## src/rtl/grover_if.sv

```systemverilog
// Command/readout bundle for grover_engine. With GROVER_ARGMAX_EN defined the
// bundle also carries the argmax result (found_idx, found_amp).
interface grover_if #(
  parameter int NUM_BIT = 3,
  parameter int W       = 8,
  parameter int ITE_W   = 8
);
  // start is a single-cycle request with no ready. It is taken on a rising edge only
  // when the engine is idle or done (busy low). busy then stays high until done rises.
  logic                      start;
  logic [NUM_BIT-1:0]        target;
  logic [ITE_W-1:0]          num_ite;
  logic                      busy;
  logic                      done;
  logic [NUM_BIT-1:0]        rd_addr;
  logic signed [W-1:0]       rd_data;
  logic [2:0]                dbg_state;
`ifdef GROVER_ARGMAX_EN
  logic [NUM_BIT-1:0]        found_idx;
  logic signed [W-1:0]       found_amp;

  modport master (output start, target, num_ite, rd_addr,
                  input  busy, done, rd_data, dbg_state, found_idx, found_amp);
  modport slave  (input  start, target, num_ite, rd_addr,
                  output busy, done, rd_data, dbg_state, found_idx, found_amp);
`else
  modport master (output start, target, num_ite, rd_addr,
                  input  busy, done, rd_data, dbg_state);
  modport slave  (input  start, target, num_ite, rd_addr,
                  output busy, done, rd_data, dbg_state);
`endif
endinterface

```

## src/rtl/grover_engine.sv

```systemverilog
// Memory-based Grover search engine: one amplitude per clock, phase inversion then
// inversion about the mean per iteration. Optional argmax tracking: GROVER_ARGMAX_EN.
module grover_engine #(
  parameter int NUM_BIT     = 3,
  parameter int W           = 8,
  parameter int INIT_AMP    = 22,
  parameter int ITE_W       = 8,
  parameter int ITE_DEFAULT = 2
) (
  input  logic     clk,
  input  logic     rst_n,
  grover_if.slave  bus
);
  localparam int SW = W + NUM_BIT;
  localparam logic signed [W+1:0] MAX_V = {3'b000, {(W-1){1'b1}}};
  localparam logic signed [W+1:0] MIN_V = {3'b111, {(W-1){1'b0}}};

  typedef enum logic [2:0] {
    S_IDLE    = 3'd0,
    S_INIT    = 3'd1,
    S_PHASE   = 3'd2,
    S_MEAN    = 3'd3,
    S_DIFFUSE = 3'd4,
    S_DONE    = 3'd5
  } state_t;

  state_t                state;
  logic [NUM_BIT-1:0]    idx;
  logic [NUM_BIT-1:0]    target_q;
  logic [ITE_W-1:0]      ite_k;
  logic [ITE_W-1:0]      ite_cnt;
  logic signed [SW-1:0]  sum;
  logic signed [W-1:0]   mean;
  logic                  busy_q;
  logic                  done_q;

  logic signed [W-1:0]   mem [1<<NUM_BIT];
  logic signed [W-1:0]   cur;
  logic signed [W-1:0]   new_val;
  logic signed [W+1:0]   cur_ext;
  logic signed [W+1:0]   neg_val;
  logic signed [W+1:0]   diff_val;
  logic                  wr_en;
  logic                  last_idx;
  logic                  ite_last;
  logic                  accept;

  function automatic logic signed [W-1:0] sat(input logic signed [W+1:0] v);
    if (v > MAX_V)      sat = MAX_V[W-1:0];
    else if (v < MIN_V) sat = MIN_V[W-1:0];
    else                sat = v[W-1:0];
  endfunction

  assign last_idx = (idx == {NUM_BIT{1'b1}});
  assign ite_last = (ite_cnt == ite_k - ITE_W'(1));
  assign accept   = bus.start && (state == S_IDLE || state == S_DONE);

  // Read-modify-write of the current index: the combinational read sees the old value.
  always_comb begin
    cur      = mem[idx];
    cur_ext  = {{2{cur[W-1]}}, cur};
    neg_val  = -cur_ext;
    diff_val = {mean[W-1], mean, 1'b0} - cur_ext;
    new_val  = cur;
    wr_en    = 1'b0;
    case (state)
      S_INIT: begin
        new_val = INIT_AMP[W-1:0];
        wr_en   = 1'b1;
      end
      S_PHASE: begin
        new_val = (idx == target_q) ? sat(neg_val) : cur;
        wr_en   = 1'b1;
      end
      S_DIFFUSE: begin
        new_val = sat(diff_val);
        wr_en   = 1'b1;
      end
      default: ;
    endcase
  end

  always_ff @(posedge clk) begin
    if (wr_en) mem[idx] <= new_val;
  end

  always_ff @(posedge clk or negedge rst_n) begin
    if (!rst_n) begin
      state    <= S_IDLE;
      idx      <= '0;
      target_q <= '0;
      ite_k    <= '0;
      ite_cnt  <= '0;
      sum      <= '0;
      mean     <= '0;
      busy_q   <= 1'b0;
      done_q   <= 1'b0;
    end else begin
      case (state)
        S_IDLE, S_DONE: begin
          if (accept) begin
            state    <= S_INIT;
            target_q <= bus.target;
            ite_k    <= (bus.num_ite == '0) ? ITE_W'(ITE_DEFAULT) : bus.num_ite;
            ite_cnt  <= '0;
            idx      <= '0;
            sum      <= '0;
            busy_q   <= 1'b1;
            done_q   <= 1'b0;
          end
        end
        S_INIT: begin
          idx <= idx + 1'b1;
          if (last_idx) state <= S_PHASE;
        end
        S_PHASE: begin
          idx <= idx + 1'b1;
          sum <= sum + {{NUM_BIT{new_val[W-1]}}, new_val};
          if (last_idx) state <= S_MEAN;
        end
        S_MEAN: begin
          // Arithmetic shift floors toward minus infinity; the quotient always fits in W bits.
          mean  <= W'(sum >>> NUM_BIT);
          sum   <= '0;
          state <= S_DIFFUSE;
        end
        S_DIFFUSE: begin
          idx <= idx + 1'b1;
          if (last_idx) begin
            ite_cnt <= ite_cnt + 1'b1;
            if (ite_last) begin
              state  <= S_DONE;
              busy_q <= 1'b0;
              done_q <= 1'b1;
            end else begin
              state <= S_PHASE;
            end
          end
        end
        default: state <= S_IDLE;
      endcase
    end
  end

`ifdef GROVER_ARGMAX_EN
  logic [NUM_BIT-1:0]  found_idx_q;
  logic signed [W-1:0] found_amp_q;

  // Strict greater-than keeps the lowest index on ties; index 0 seeds the final pass.
  always_ff @(posedge clk or negedge rst_n) begin
    if (!rst_n) begin
      found_idx_q <= '0;
      found_amp_q <= '0;
    end else if (state == S_DIFFUSE && ite_last) begin
      if (idx == '0 || new_val > found_amp_q) begin
        found_idx_q <= idx;
        found_amp_q <= new_val;
      end
    end
  end

  assign bus.found_idx = found_idx_q;
  assign bus.found_amp = found_amp_q;
`endif

  assign bus.busy      = busy_q;
  assign bus.done      = done_q;
  assign bus.rd_data   = mem[bus.rd_addr];
  assign bus.dbg_state = state;

endmodule

```

## src/flat_wrapper.sv

```systemverilog
// flat-port wrapper written by rule: the top's interface ports become plain ports
module grover_engine_flat 
#(
  parameter int NUM_BIT     = 3,
  parameter int W           = 8,
  parameter int INIT_AMP    = 22,
  parameter int ITE_W       = 8,
  parameter int ITE_DEFAULT = 2
)
  (clk, rst_n, bus_start, bus_target, bus_num_ite, bus_rd_addr, bus_busy, bus_done, bus_rd_data, bus_dbg_state);
  grover_if #(.NUM_BIT(NUM_BIT), .W(W), .ITE_W(ITE_W)) bus_i ();
  input  logic clk;
  input  logic rst_n;
  input wire logic [$bits(bus_i.start)-1:0] bus_start;
  input wire logic [$bits(bus_i.target)-1:0] bus_target;
  input wire logic [$bits(bus_i.num_ite)-1:0] bus_num_ite;
  input wire logic [$bits(bus_i.rd_addr)-1:0] bus_rd_addr;
  output wire logic [$bits(bus_i.busy)-1:0] bus_busy;
  output wire logic [$bits(bus_i.done)-1:0] bus_done;
  output wire logic [$bits(bus_i.rd_data)-1:0] bus_rd_data;
  output wire logic [$bits(bus_i.dbg_state)-1:0] bus_dbg_state;
  assign bus_i.start = bus_start;
  assign bus_i.target = bus_target;
  assign bus_i.num_ite = bus_num_ite;
  assign bus_i.rd_addr = bus_rd_addr;
  assign bus_busy = bus_i.busy;
  assign bus_done = bus_i.done;
  assign bus_rd_data = bus_i.rd_data;
  assign bus_dbg_state = bus_i.dbg_state;
  grover_engine #(.NUM_BIT(NUM_BIT), .W(W), .INIT_AMP(INIT_AMP), .ITE_W(ITE_W), .ITE_DEFAULT(ITE_DEFAULT)) u_core (.clk(clk), .rst_n(rst_n), .bus(bus_i));
endmodule
```

## config.mk

```make
export PLATFORM = sky130hd
export DESIGN_NAME = grover_engine_flat
export DESIGN_NICKNAME = d
export VERILOG_FILES = /design/src/rtl/grover_if.sv /design/src/rtl/grover_engine.sv /design/src/flat_wrapper.sv
export SDC_FILE = /design/constraint.sdc
export NUM_CORES = 1
export LEC_CHECK = 0
export ABC_AREA = 1
export BUFFER_PORTS_ARGS = -buffer_cell sky130_fd_sc_hd__buf_2
export CORE_ASPECT_RATIO = 0.5
export CORE_MARGIN = 2
export CORE_UTILIZATION = 40
export CTS_CLUSTER_DIAMETER = 60
export DETAILED_ROUTE_END_ITERATION = 16
export HOLD_SLACK_MARGIN = 0.02
export PLACE_DENSITY = 0.59
export SETUP_SLACK_MARGIN = 0.1
export SLEW_MARGIN = 30
export SYNTH_ARGS = -nofsm -noshare
export SYNTH_HDL_FRONTEND = slang
export SYNTH_SLANG_ARGS = --single-unit
```

## constraint.sdc

```tcl
create_clock -name clk -period 11 [get_ports clk]
set_clock_uncertainty 0.1 [all_clocks]
set_input_delay 2.2 -clock clk [delete_from_list [all_inputs] [get_ports clk]]
set_output_delay 2.2 -clock clk [all_outputs]
set_load 0.01 [all_outputs]
```

-- Word level (Yosys, flattened, before mapping)
Memories as Yosys holds them, arrays and structs flattened.
Cells that the tools add are included.
- bits in registers: 46
- memory bits (writable): 64
- bits of input ports: 17
- output and inout bits: 13
- word-level logic and storage cells: 79
- memories: 1
- add/sub/neg operators: 6
- order comparisons: 4
- eq/ne operators: 13
- multiplexer cells: 31
- reduce and logical (&&, ||, !) cells: 15
- memories (memory ; depth ; width ; read ports ; clocked after Yosys merged registers in ; write ports ; line ; text):
    u_core.mem ; 8 ; 8 ; 2 ; 0 ; 1 ; grover_engine.sv:37 ; logic signed [W-1:0] mem [1<<NUM_BIT];
- operators by type and width (cell ; count):
    two-way mux 8 bit ; 8
    one-hot mux 11 bit (3 select lines) ; 1
    one-hot mux 8 bit (3 select lines) ; 1
    greater-than comparator 10 x 8 -> 1 bit, second input constant ; 2
    less-than comparator 10 x 8 -> 1 bit, second input constant ; 2
    two-way mux 3 bit ; 6
    one-hot mux 8 bit (2 select lines) ; 1
    one-hot mux 3 bit (5 select lines) ; 1
    adder 11 bit ; 1
    two-way mux 11 bit ; 1
    inequality test 2 x 1 -> 1 bit, second input constant ; 5
    negator 8 -> 10 bit ; 1
    subtractor 9 x 8 -> 10 bit ; 1
    == test 3 bit, second input constant ; 3
    two-way mux 1 bit ; 9
    adder 8 x 1 -> 8 bit, second input constant ; 1
    == test 8 bit ; 1
    logical NOT 8 bit ; 1
    AND reduction 4 bit ; 2
    subtractor 8 x 1 -> 8 bit, second input constant ; 1
    == test 3 x 2 -> 1 bit, second input constant ; 2
    one-hot mux 3 bit (2 select lines) ; 1
    AND reduction 2 bit ; 3
    one-hot mux 1 bit (2 select lines) ; 2
    other kinds (11) ; 12

-- Longest topological paths before layout
Gate-level depths: netlist of run 1.
An unclocked memory read counts as a cell.
- depth in word-level cells: 9
- depth in mapped cells: 32
- depth with buffers taken out: 31

-- Worst setup path before layout of run 1
No wires, ideal clock.
- path type: input -> output
- start point: input port bus_rd_addr[0]
- end point: output port bus_rd_data[7]
- arrival: 3227 ps
- data required time: 8700 ps
- path slack: 5473 ps
- cell stages on the path: 6
- buffers on the path: 2
- path through: clkbuf_1 -> clkbuf_1 -> o21ai_0 -> o21ai_0 -> a21oi_1 -> a31oi_1
- cells in the longest elaborated chain, start to end: 1
- ends and longest elaborated chain (item ; line ; text):
    from (decl) ; flat_wrapper.sv:17 ; input wire logic [$bits(bus_i.rd_addr)-1:0] bus_rd_addr;
    memory read (8 x 8 bit) ; -- ;
    to (decl) ; flat_wrapper.sv:20 ; output wire logic [$bits(bus_i.rd_data)-1:0] bus_rd_data;
No other way between the ends.

-- Final worst setup path of run 1
Ends and elaborated chain as after synthesis.

==> results of run 1 <==
routing by layer:
| layer | vias up | share of wire | global-route usage |
|---|---|---|---|
| met4 | 0 | 0.0071 | 0.0364 |
| met5 | - | 0 | 0 |
| met3 | 16 | 0.043 | 0.0281 |
| met2 | 109 | 0.47 | 0.344 |
| met1 | 2730 | 0.48 | 0.257 |
| li1 | 2948 | - | - |
worst max-delay path: stages:
cell and delay [ns]:
buf_2 0.53, clkinv_1 0.81, o21ai_0 0.43, a21oi_1 0.11, a31oi_1 0.17, buf_2 0.15
area by class of cell:
class / count / area [um^2] / share of cell area
repair buffers: 32 / 168 / 0.0216
clock buffers: 9 / 225 / 0.0289
inverters: 154 / 578 / 0.0743
multi-input cells: 601 / 3370 / 0.433
well taps: 234 / 293 / 0.0376
clock inverters: 7 / 75.1 / 0.00965
flip-flops and latches: 110 / 3070 / 0.395
flip-flops by register name (all words and copies together) (netlist names), 3 cells and up:
name                  cells
u_core.mem               64
u_core.bus.dbg_state      3
u_core.target_q           3
u_core.ite_k              8
u_core.sum               11
u_core.ite_cnt            8
u_core.idx                3
u_core.mean               8
metrics by stage:
stage / hold slack [ns] / std cells / worst slack (ns) / cell area, um^2 / utilization
after floorplan: 0.349 / 891 / 5.47 / 7180 / -
after global placement: 0.372 / 1131 / 4.47 / 7480 / 0.428
after detailed placement: 0.389 / 1131 / 4.39 / 7480 / 0.428
after CTS: 0.406 / 1147 / 4.36 / 7780 / 0.445
after global routing: 0.436 / 1147 / 4.06 / 7780 / 0.445
final: 0.406 / 1147 / 4.29 / 7780 / 0.445
how the worst max path moves through the flow:
stage	cells after the start	slack (ns)	from	to
6_report	6	4.29	bus_rd_addr[0]	bus_rd_data[7]
5_1_grt	6	4.06	bus_rd_addr[0]	bus_rd_data[6]
4_1_cts	6	4.36	bus_rd_addr[0]	bus_rd_data[6]
3_5_place_dp	6	4.39	bus_rd_addr[0]	bus_rd_data[6]
3_3_place_gp	6	4.47	bus_rd_addr[0]	bus_rd_data[6]
2_1_floorplan	6	5.47	bus_rd_addr[0]	bus_rd_data[7]
logic make-up after synthesis:
family                   share of synthesized area
adder cells (fa/ha/maj)                     0.0474
flip-flops                                   0.428
AO/OA/AOI/OAI                                0.133
buffers and inverters                        0.103
XOR/XNOR                                    0.0268
AND/OR/NAND/NOR                              0.262
synthesized netlist by cell type (8+ instances only):
| library cell | instances |
|---|---|
| inv_2 | 11 |
| dfrtp_1 | 46 |
| ha_1 | 24 |
| nor2_4 | 8 |
| nand3_1 | 50 |
| nor2_1 | 41 |
| inv_1 | 142 |
| a21oi_1 | 62 |
| a31oi_1 | 12 |
| nand2_2 | 21 |
| o21ai_0 | 69 |
| nand3_2 | 10 |
| clkbuf_1 | 15 |
| nand2_1 | 212 |
| nor3_1 | 9 |
| xor2_1 | 14 |
| edfxtp_1 | 64 |
| xnor2_1 | 8 |
==> flow_metrics.py, run 1 <==
metrics = {
    "status": {
        "status": "finished, final reports clean",
    },
    "synth": {
        "syn_area_mm2": 0.00718,
        "ys_ff_latch": 110,
        "yosys_warnings": 0,
        "synth_edf_count": 64,
        "ys_seq_area_frac": 0.428,
        "synth_area_leader_cell": "edfxtp_1",
        "synth.area.top_cells": "edfxtp_1 27%, dfrtp_1 16%, nand2_1 11%",
        "syn_nets": 934,
        "synth_top_area_frac": 0.268,
        "async_reset_ff_frac": 0.418,
        "ys_types": 47,
        "synthFlopType": "edfxtp_1",
        "synthesis.instances": 891,
        "postSynthAreaPerCell_um2": 8.06,
    },
    "finish": {
        "area_growth_pct": 8.35,
        "fillers": 1706,
        "drive_gt1_frac": 0.126,
        "layout.nets": 951,
        "antenna_cells": 0,
        "mostFrequentLayoutCells": "212 x nand2_1, 142 x inv_1, 69 x o21ai_0",
        "final_common_cell": "nand2_1",
    },
    "grt": {
        "grt_pass1_wl_um": 28900,
        "grt_usage": 0.194,
        "grt_overflow_total": 0,
        "grt_pass1_vias": 5525,
        "grt_antenna_before_repair": 0,
        "grt_max_degree": 47,
    },
    "routing": {
        "first_pass_iters": 5,
        "drt-initial-drc-count": 386,
        "wl_per_cell_um": 15.7,
        "via_per_inst": 5.06,
        "drc": 0,
        "drtAntennaViolNets": 0,
        "dr_total_vias": 5803,
        "drt-total-wl_um": 18000,
    },
    "flow_run": {
        "drv_cap": 0,
    },
    "timing": {
        "fmax_ghz": 0.149,
        "setup_tns_ns": 0,
        "setup_violations": 0,
        "rsz0062_at_grt": "no",
        "layout_min_cycle_time_ns": 6.71,
        "slew_headroom": 0.346,
        "hold_viol_final": 0,
        "slew_violations": 0,
        "min_period_over_period": 0.610,
        "worst_pin_slew_ns": 0.981,
    },
    "clock_tree": {
        "cts_buffer_depth": 2,
        "insertion_delay_ns": 0.36,
        "clkSinkCount": 110,
        "post_cts_buffers": 0,
        "postCtsHoldBufs": 0,
        "cts_made_buffers": 9,
        "path_clk_slew_ns": 0.07,
        "root_buffer": "clkbuf_16",
        "cts_tree": "done",
        "h-tree-depth": 3,
        "cts_resized": 0,
    },
    "die": {
        "start_util": 0.411,
        "rows": 34,
        "core_area_mm2": 0.0175,
        "dieWidth_um": 193,
        "die_height_um": 98.7,
        "num_io_pins": 30,
        "dieArea_mm2": 0.0191,
    },
    "worst_hold_path": {
        "holdPathStages": 2,
        "holdPathEnd": "u_core.mean[2]",
        "hp-start": "u_core.mean[2]",
        "min_path_type": "reg2reg",
    },
    "setup_path": {
        "cp.arrival_ns": 4.41,
        "ff2ff_path_depth": 28,
        "r2r_setup_slack_ns": 5.32,
        "critPathLaunchType": "primary input",
        "regToRegStartpoint": "u_core.idx[0]",
        "crit_path_end_kind": "primary output",
        "cp.required_ns": 8.70,
        "crit_type": "in2out",
        "critPathMaxFanout": 39,
        "r2r-end": "u_core.sum[10]",
    },
    "placement": {
        "gp_congestion": 0.836,
        "io_buffers": 29,
        "dpl.hpwl_um": 12800,
    },
}
Power of run 1 is left out: the tool's default activity adds up to more than one toggle a clock period on the data nets, which glitch-free logic cannot reach.
==> run 2, diff against run 1 <==
--- a/config.mk
+++ b/config.mk
@@ -5,7 +5,7 @@
 export SDC_FILE = /design/constraint.sdc
 export NUM_CORES = 1
 export LEC_CHECK = 0
-export ABC_AREA = 1
+export ABC_AREA = 0
 export BUFFER_PORTS_ARGS = -buffer_cell sky130_fd_sc_hd__buf_2
 export CORE_ASPECT_RATIO = 0.5
 export CORE_MARGIN = 2
@@ -13,7 +13,7 @@
 export CTS_CLUSTER_DIAMETER = 60
 export DETAILED_ROUTE_END_ITERATION = 16
 export HOLD_SLACK_MARGIN = 0.02
-export PLACE_DENSITY = 0.59
+export PLACE_DENSITY = 0.61
 export SETUP_SLACK_MARGIN = 0.1
 export SLEW_MARGIN = 30
 export SYNTH_ARGS = -nofsm -noshare
==> constraint.sdc (replaced) <==
create_clock -name clk -period 5.4 [get_ports clk]
set_clock_uncertainty 0.1 [all_clocks]
set_input_delay 1.08 -clock clk [delete_from_list [all_inputs] [get_ports clk]]
set_output_delay 1.08 -clock clk [all_outputs]
set_load 0.01 [all_outputs]
==> flow_metrics.py, run 2 <==
metrics = {
    "synth": {
        "ys_types": 73,
        "ys_seq_area_frac": 0.466,
        "synthesis.instances": 556,
        "async_reset_ff_frac": 0.418,
        "synth_most_common_cell": "edfxtp_1",
        "synthFlopType": "edfxtp_1",
        "ys_ff_latch": 110,
        "synth_area_leader_cell": "edfxtp_1",
        "synth.area.top_cells": "edfxtp_1 29%, dfrtp_1 17%, mux4_2 9.2%",
        "yosys_warnings": 0,
        "synth_common_cells": "64 x edfxtp_1, 46 x dfrtp_1, 40 x nand2_1, 37 x nor2_1, 29 x o21ai_0",
        "synth_edf_count": 64,
        "synth_top_area_frac": 0.291,
        "syn_area_mm2": 0.00660,
        "postSynthAreaPerCell_um2": 11.9,
        "syn_nets": 599,
    },
    "worst_hold_path": {
        "hp-start": "u_core.bus.busy",
        "min_path_type": "reg2reg",
    },
    "power_and_ir_drop": {
        "total_power_mw": 5.59,
        "power_density_mw_per_mm2": 709,
        "p_sw_frac": 0.443,
        "vdd_drop_max_v": 0.000264,
        "p_sw_mw": 2.48,
        "seq_power_share": 0.280,
        "clockPowerShare": 0.121,
        "p_leak_nw": 3.00,
        "p_int_mw": 3.11,
        "combPwrFrac": 0.599,
    },
    "die": {
        "core_area_mm2": 0.0163,
        "num_io_pins": 30,
        "dieArea_mm2": 0.0176,
        "rows": 33,
        "dieWidth_um": 186,
        "die_height_um": 94.8,
        "start_util": 0.406,
    },
    "routing": {
        "drt-total-wl_um": 17600,
        "drc": 0,
        "drt-initial-drc-count": 406,
        "dr_total_vias": 4952,
        "via_per_inst": 5.89,
        "first_pass_iters": 5,
        "wl_per_cell_um": 21.0,
        "drtAntennaViolNets": 0,
    },
    "clock_tree": {
        "clkSinkCount": 110,
        "root_buffer": "clkbuf_16",
        "h-tree-depth": 3,
        "insertion_delay_ns": 0.36,
        "cts_buffer_depth": 2,
        "path_clk_slew_ns": 0.09,
        "cts_tree": "done",
        "cts_made_buffers": 9,
        "postCtsHoldBufs": 0,
    },
    "setup_path": {
        "critPathLaunchType": "flip-flop",
        "crit_buf_inv": 4,
        "critPathMaxFanout": 7,
        "cp_cell_sequence": "buf_12, buf_8, buf_4, buf_4, mux4_2, mux2i_4, ha_4, or4_1, a21oi_2, nor3_4, o31ai_1, nand2_1, ha_1, o21ai_0, a21oi_2, o41ai_2, o21ai_1, xor2_1, mux2i_1, a22o_1",
        "crit_start": "u_core.idx[1]",
        "regToRegStartpoint": "u_core.idx[1]",
        "cp.arrival_ns": 5.45,
        "crit_path_end_kind": "flip-flop",
        "crit_type": "reg2reg",
        "cp.required_ns": 5.59,
        "slowest_stage": "or4_1",
        "cp_top_family": "compound AO/OA/AOI/OAI gates",
        "critPathMaxStageDelay_ns": 0.58,
    },
    "timing": {
        "holdWs_ns": 0.391,
        "min_period_over_period": 0.973,
        "rsz0062_at_grt": "yes",
        "layout_min_cycle_time_ns": 5.25,
        "slew_violations": 0,
        "worst_pin_slew_ns": 0.974,
        "setup_violations": 0,
        "hold_viol_final": 0,
        "slew_headroom": 0.348,
        "fmax_ghz": 0.190,
    },
    "finish": {
        "area_growth_pct": 19.5,
        "top_register": "u_core.mem",
        "fillers": 1455,
        "final_common_cell": "edfxtp_1",
        "antenna_cells": 0,
        "multi_input_area_mm2": 0.00369,
        "regArea_mm2": 0.00308,
        "drive_gt1_frac": 0.324,
        "layout.nets": 652,
        "largestRegisters": "u_core.mem: 64 flops, u_core.sum: 11 flops",
        "mostFrequentLayoutCells": "64 x edfxtp_1, 43 x dfrtp_1, 39 x nand2_1",
        "largest_reg_flops": 64,
    },
    "placement": {
        "dpl.hpwl_um": 12100,
        "gp_congestion": 0.883,
        "io_buffers": 29,
    },
    "grt": {
        "grt_antenna_before_repair": 0,
        "grt_pass1_vias": 4726,
        "grt_overflow_total": 0,
        "grt_usage": 0.199,
        "grt_pass1_wl_um": 26200,
        "grt_max_degree": 47,
    },
    "status": {
        "status": "finished, final reports clean",
    },
    "flow_run": {
        "drv_cap": 0,
    },
}
-- run 2: cell types whose count changed in the layout (fill, tap and decap cells not counted), moves of 11 or more --
cell     before  now
nand2_1     212   39
inv_1       142   15
a21oi_1      62   13
o21ai_0      69   26
nand3_1      50   12
buf_4         3   30
mux4_2        0   27
mux2_2        0   24
nand2_2      21    1
mux2i_1       0   11
-- run 2: area by class of cell --
cell class                      count  area share
Multi-Input combinational cell    406       0.468
Sequential cell                   110       0.390
Timing Repair Buffer               66      0.0603
Tap cell                          227      0.0360
Clock buffer                        9      0.0286
Clock inverter                      7     0.00920
Inverter                           16     0.00762
-- run 2: path summary, 6_finish.rpt --
check / to / slack [ns] / depth (start not counted)
hold reg to reg: u_core.bus.busy / 0.39 / 1
setup reg to reg: u_core.sum[10] / 0.15 / 20
hold / removal: u_core.bus.busy / 0.39 / 1
min in group asynchronous: u_core.idx[2] / 0.72 / 2
max in group asynchronous: u_core.idx[1] / 4.02 / 2
setup / recovery: u_core.sum[10] / 0.15 / 20
-- run 2: per-layer routing --
metal / global-route usage / vias up / routed length (um)
li1: - / 2241 / -
met1: 0.264 / 2509 / 7880
met2: 0.339 / 171 / 8330
met3: 0.0347 / 31 / 1120
met4: 0.0531 / 0 / 316
met5: 0 / - / 0
-- run 2: power by group through the flow --
stage | clock network [mW] | registers (mW) | logic (mW)
after global placement | 0 | 1.55 | 2.76
after global routing | 0.722 | 1.59 | 3.60
after CTS | 0.687 | 1.54 | 2.84
after detailed placement | 0 | 1.56 | 2.79
final | 0.675 | 1.56 | 3.35
after floorplan | 0 | 1.46 | 2.00
-- run 2: kinds of logic (layout without fill, tap and decap cells) --
kind of cell,count (synthesis),after routing,synth area share
DFF,110,110,0.466
and+or+nand+nor,150,150,0.111
adders and majority gates,26,26,0.0516
AOI/OAI and AO/OA,124,124,0.131
xor gates and xnor gates,37,37,0.0491
buffers and inverters,40,98,0.0282
muxes,69,69,0.164
-- run 2: what timing repair did --
| action | in CTS | in global routing |
|---|---|---|
| setup buffers | 1 | 13 |
| pin swaps | 2 | 20 |
| resized for setup | 5 | 57 |
| cloned | 0 | 1 |
| endpoints found under the setup margin | 1 | 3 |
-- run 2: per-stage QoR --
step / TNS, ns / util / setup slack (ns) / cell area [um^2] / cells
floorplan: 0 / - / 0.137 / 6630 / 556
global placement: 0 / 0.438 / 0.195 / 7130 / 810
detailed placement: 0 / 0.438 / 0.0556 / 7130 / 810
CTS: 0 / 0.458 / 0.118 / 7460 / 827
global route: -0.0432 / 0.485 / -0.0432 / 7880 / 841
finish: 0 / 0.485 / 0.147 / 7880 / 841
Note: power is estimated with default switching activity, not from simulation.
==> run 3, diff against run 2 <==
--- a/config.mk
+++ b/config.mk
@@ -7,7 +7,7 @@
 export LEC_CHECK = 0
 export ABC_AREA = 0
 export BUFFER_PORTS_ARGS = -buffer_cell sky130_fd_sc_hd__buf_2
-export CORE_ASPECT_RATIO = 0.5
+export CORE_ASPECT_RATIO = 1.5
 export CORE_MARGIN = 2
 export CORE_UTILIZATION = 40
 export CTS_CLUSTER_DIAMETER = 60
==> flow_metrics.py, run 3 (synthesis gave the netlist of run 2 again) <==
metrics = {
    "clock_tree": {
        "cts_tree": "done",
        "cts_made_buffers": 9,
        "h-tree-depth": 3,
        "cts_buffer_depth": 2,
        "insertion_delay_ns": 0.36,
        "root_buffer": "clkbuf_16",
        "path_clk_slew_ns": 0.08,
        "postCtsHoldBufs": 0,
        "clkSinkCount": 110,
    },
    "placement": {
        "gp_congestion": 0.944,
        "placed_cell_area_mm2": 0.00715,
        "dp_cells": 793,
        "dpl.hpwl_um": 12400,
        "io_buffers": 29,
    },
    "setup_path": {
        "crit_path_end_kind": "flip-flop",
        "regToRegStartpoint": "u_core.idx[2]",
        "critPathLaunchType": "flip-flop",
        "cp.required_ns": 5.55,
        "cp.arrival_ns": 5.38,
        "ff2ff_path_depth": 24,
        "critPathMaxFanout": 6,
        "r2r-end": "u_core.sum[10]",
        "crit_type": "reg2reg",
        "r2r_setup_slack_ns": 0.17,
    },
    "finish": {
        "final_common_cell": "edfxtp_1",
        "layout.nets": 664,
        "post-route-cell-area_mm2": 0.00797,
        "largest_reg_flops": 64,
        "mostFrequentLayoutCells": "64 x edfxtp_1, 43 x dfrtp_1, 42 x buf_4",
        "area_growth_pct": 20.8,
        "largestRegisters": "u_core.mem: 64 flops, u_core.sum: 11 flops",
        "top_register": "u_core.mem",
        "antenna_cells": 0,
        "stdcell_count": 832,
        "drive_gt1_frac": 0.350,
    },
    "timing": {
        "holdWs_ns": 0.393,
        "min_period_over_period": 0.969,
        "slew_violations": 0,
        "layout_min_cycle_time_ns": 5.23,
        "fmax_ghz": 0.191,
        "hold_viol_final": 0,
        "worst_pin_slew_ns": 1.01,
        "rsz0062_at_grt": "yes",
        "slew_headroom": 0.325,
        "setup_tns_ns": 0,
        "setup_violations": 0,
    },
    "grt": {
        "grt_antenna_before_repair": 0,
        "grt_pass1_wl_um": 26900,
        "grt_overflow_total": 0,
        "grt_max_degree": 47,
        "grt_usage": 0.199,
        "grt_pass1_vias": 5085,
    },
    "routing": {
        "first_pass_iters": 5,
        "drt-total-wl_um": 17300,
        "drt-initial-drc-count": 339,
        "drc": 0,
        "via_per_inst": 5.97,
        "dr_total_vias": 4970,
        "wl_per_cell_um": 20.8,
        "drtAntennaViolNets": 0,
    },
    "power_and_ir_drop": {
        "total_power_mw": 5.64,
        "power_density_mw_per_mm2": 707,
        "p_leak_nw": 3.06,
        "vdd_drop_max_v": 0.000306,
    },
    "worst_hold_path": {
        "holdPathStages": 1,
        "hp-start": "u_core.bus.busy",
        "holdPathEnd": "u_core.bus.busy",
        "min_path_type": "reg2reg",
    },
    "flow_run": {
        "drv_cap": 0,
    },
    "die": {
        "num_io_pins": 30,
        "start_util": 0.408,
        "rows": 57,
        "dieArea_mm2": 0.0176,
        "die_height_um": 161,
        "core_area_mm2": 0.0162,
        "dieWidth_um": 109,
    },
    "status": {
        "status": "finished, final reports clean",
    },
}
==> run 3: power by group <==
part           internal, mW  leakage (nW)  switching, mW  total [mW]
clock                 0.318         0.133          0.322       0.640
combinational          1.56          1.74           1.87        3.44
sequential             1.32          1.18          0.238        1.56
total                  3.20          3.06           2.43        5.64
==> run 3: stage by stage <==
stage | setup WS (ns) | utilization
global placement | 0.134 | 0.441
global route | 0.0126 | 0.492
detailed placement | 0.0888 | 0.442
CTS | 0.148 | 0.460
floorplan | 0.137 | -
finish | 0.166 | 0.492
==> run 3: critical path, stage by stage (launching register included) <==
cell and delay, ns:
dfrtp_2 0.47, buf_12 0.17, mux2i_4 0.18, mux4_2 0.53, buf_6 0.15, ha_4 0.14
a21o_1 0.18, or3b_4 0.24, o21ai_4 0.06, o31a_1 0.27, buf_4 0.15, o31ai_4 0.33
a21oi_2 0.14, buf_4 0.16, a211oi_2 0.19, o21ai_2 0.12, ha_4 0.24, nor2b_4 0.12
o21ai_2 0.17, a21oi_2 0.09, o41ai_2 0.33, o21ai_1 0.12, xor2_1 0.18, mux2i_1 0.12
a22o_1 0.19
==> run 3: how the worst max path moves through the flow <==
| stage | slack [ns] | end | cells after the start | startpoint |
|---|---|---|---|---|
| after floorplan | 0.14 | u_core.sum[10] | 25 | u_core.idx[1] |
| after global placement | 0.13 | u_core.sum[9] | 23 | u_core.idx[2] |
| after detailed placement | 0.09 | u_core.sum[10] | 23 | u_core.idx[2] |
| after CTS | 0.15 | u_core.sum[9] | 22 | u_core.idx[1] |
| after global routing | 0.01 | u_core.sum[10] | 23 | u_core.idx[1] |
| final | 0.17 | u_core.sum[10] | 24 | u_core.idx[2] |
==> run 3: routing by layer <==
| metal | global-route usage | up-vias | routed length (um) |
|---|---|---|---|
| met3 | 0.0246 | 52 | 540 |
| li1 | - | 2255 | - |
| met4 | 0.101 | 0 | 797 |
| met5 | 0 | - | 0 |
| met2 | 0.350 | 134 | 9150 |
| met1 | 0.236 | 2529 | 6850 |
==> run 3: layout make-up <==
cell class / count / area, um^2
fillers: 1405 / 8220
multi-input cells: 406 / 3710
flip-flops and latches: 110 / 3080
repair buffers: 78 / 597
well taps: 206 / 258
clock buffers: 10 / 229
inverters: 16 / 60.1
clock inverters: 6 / 46.3
==> run 3: timing repair <==
action                                  4_1_cts  5_1_grt
setup buffers                                 0       21
hold endpoints to repair                      0        0
gates resized for setup                       6       62
pin swaps                                     0       21
endpoints found under the setup margin        2        4
cloned                                        0        2
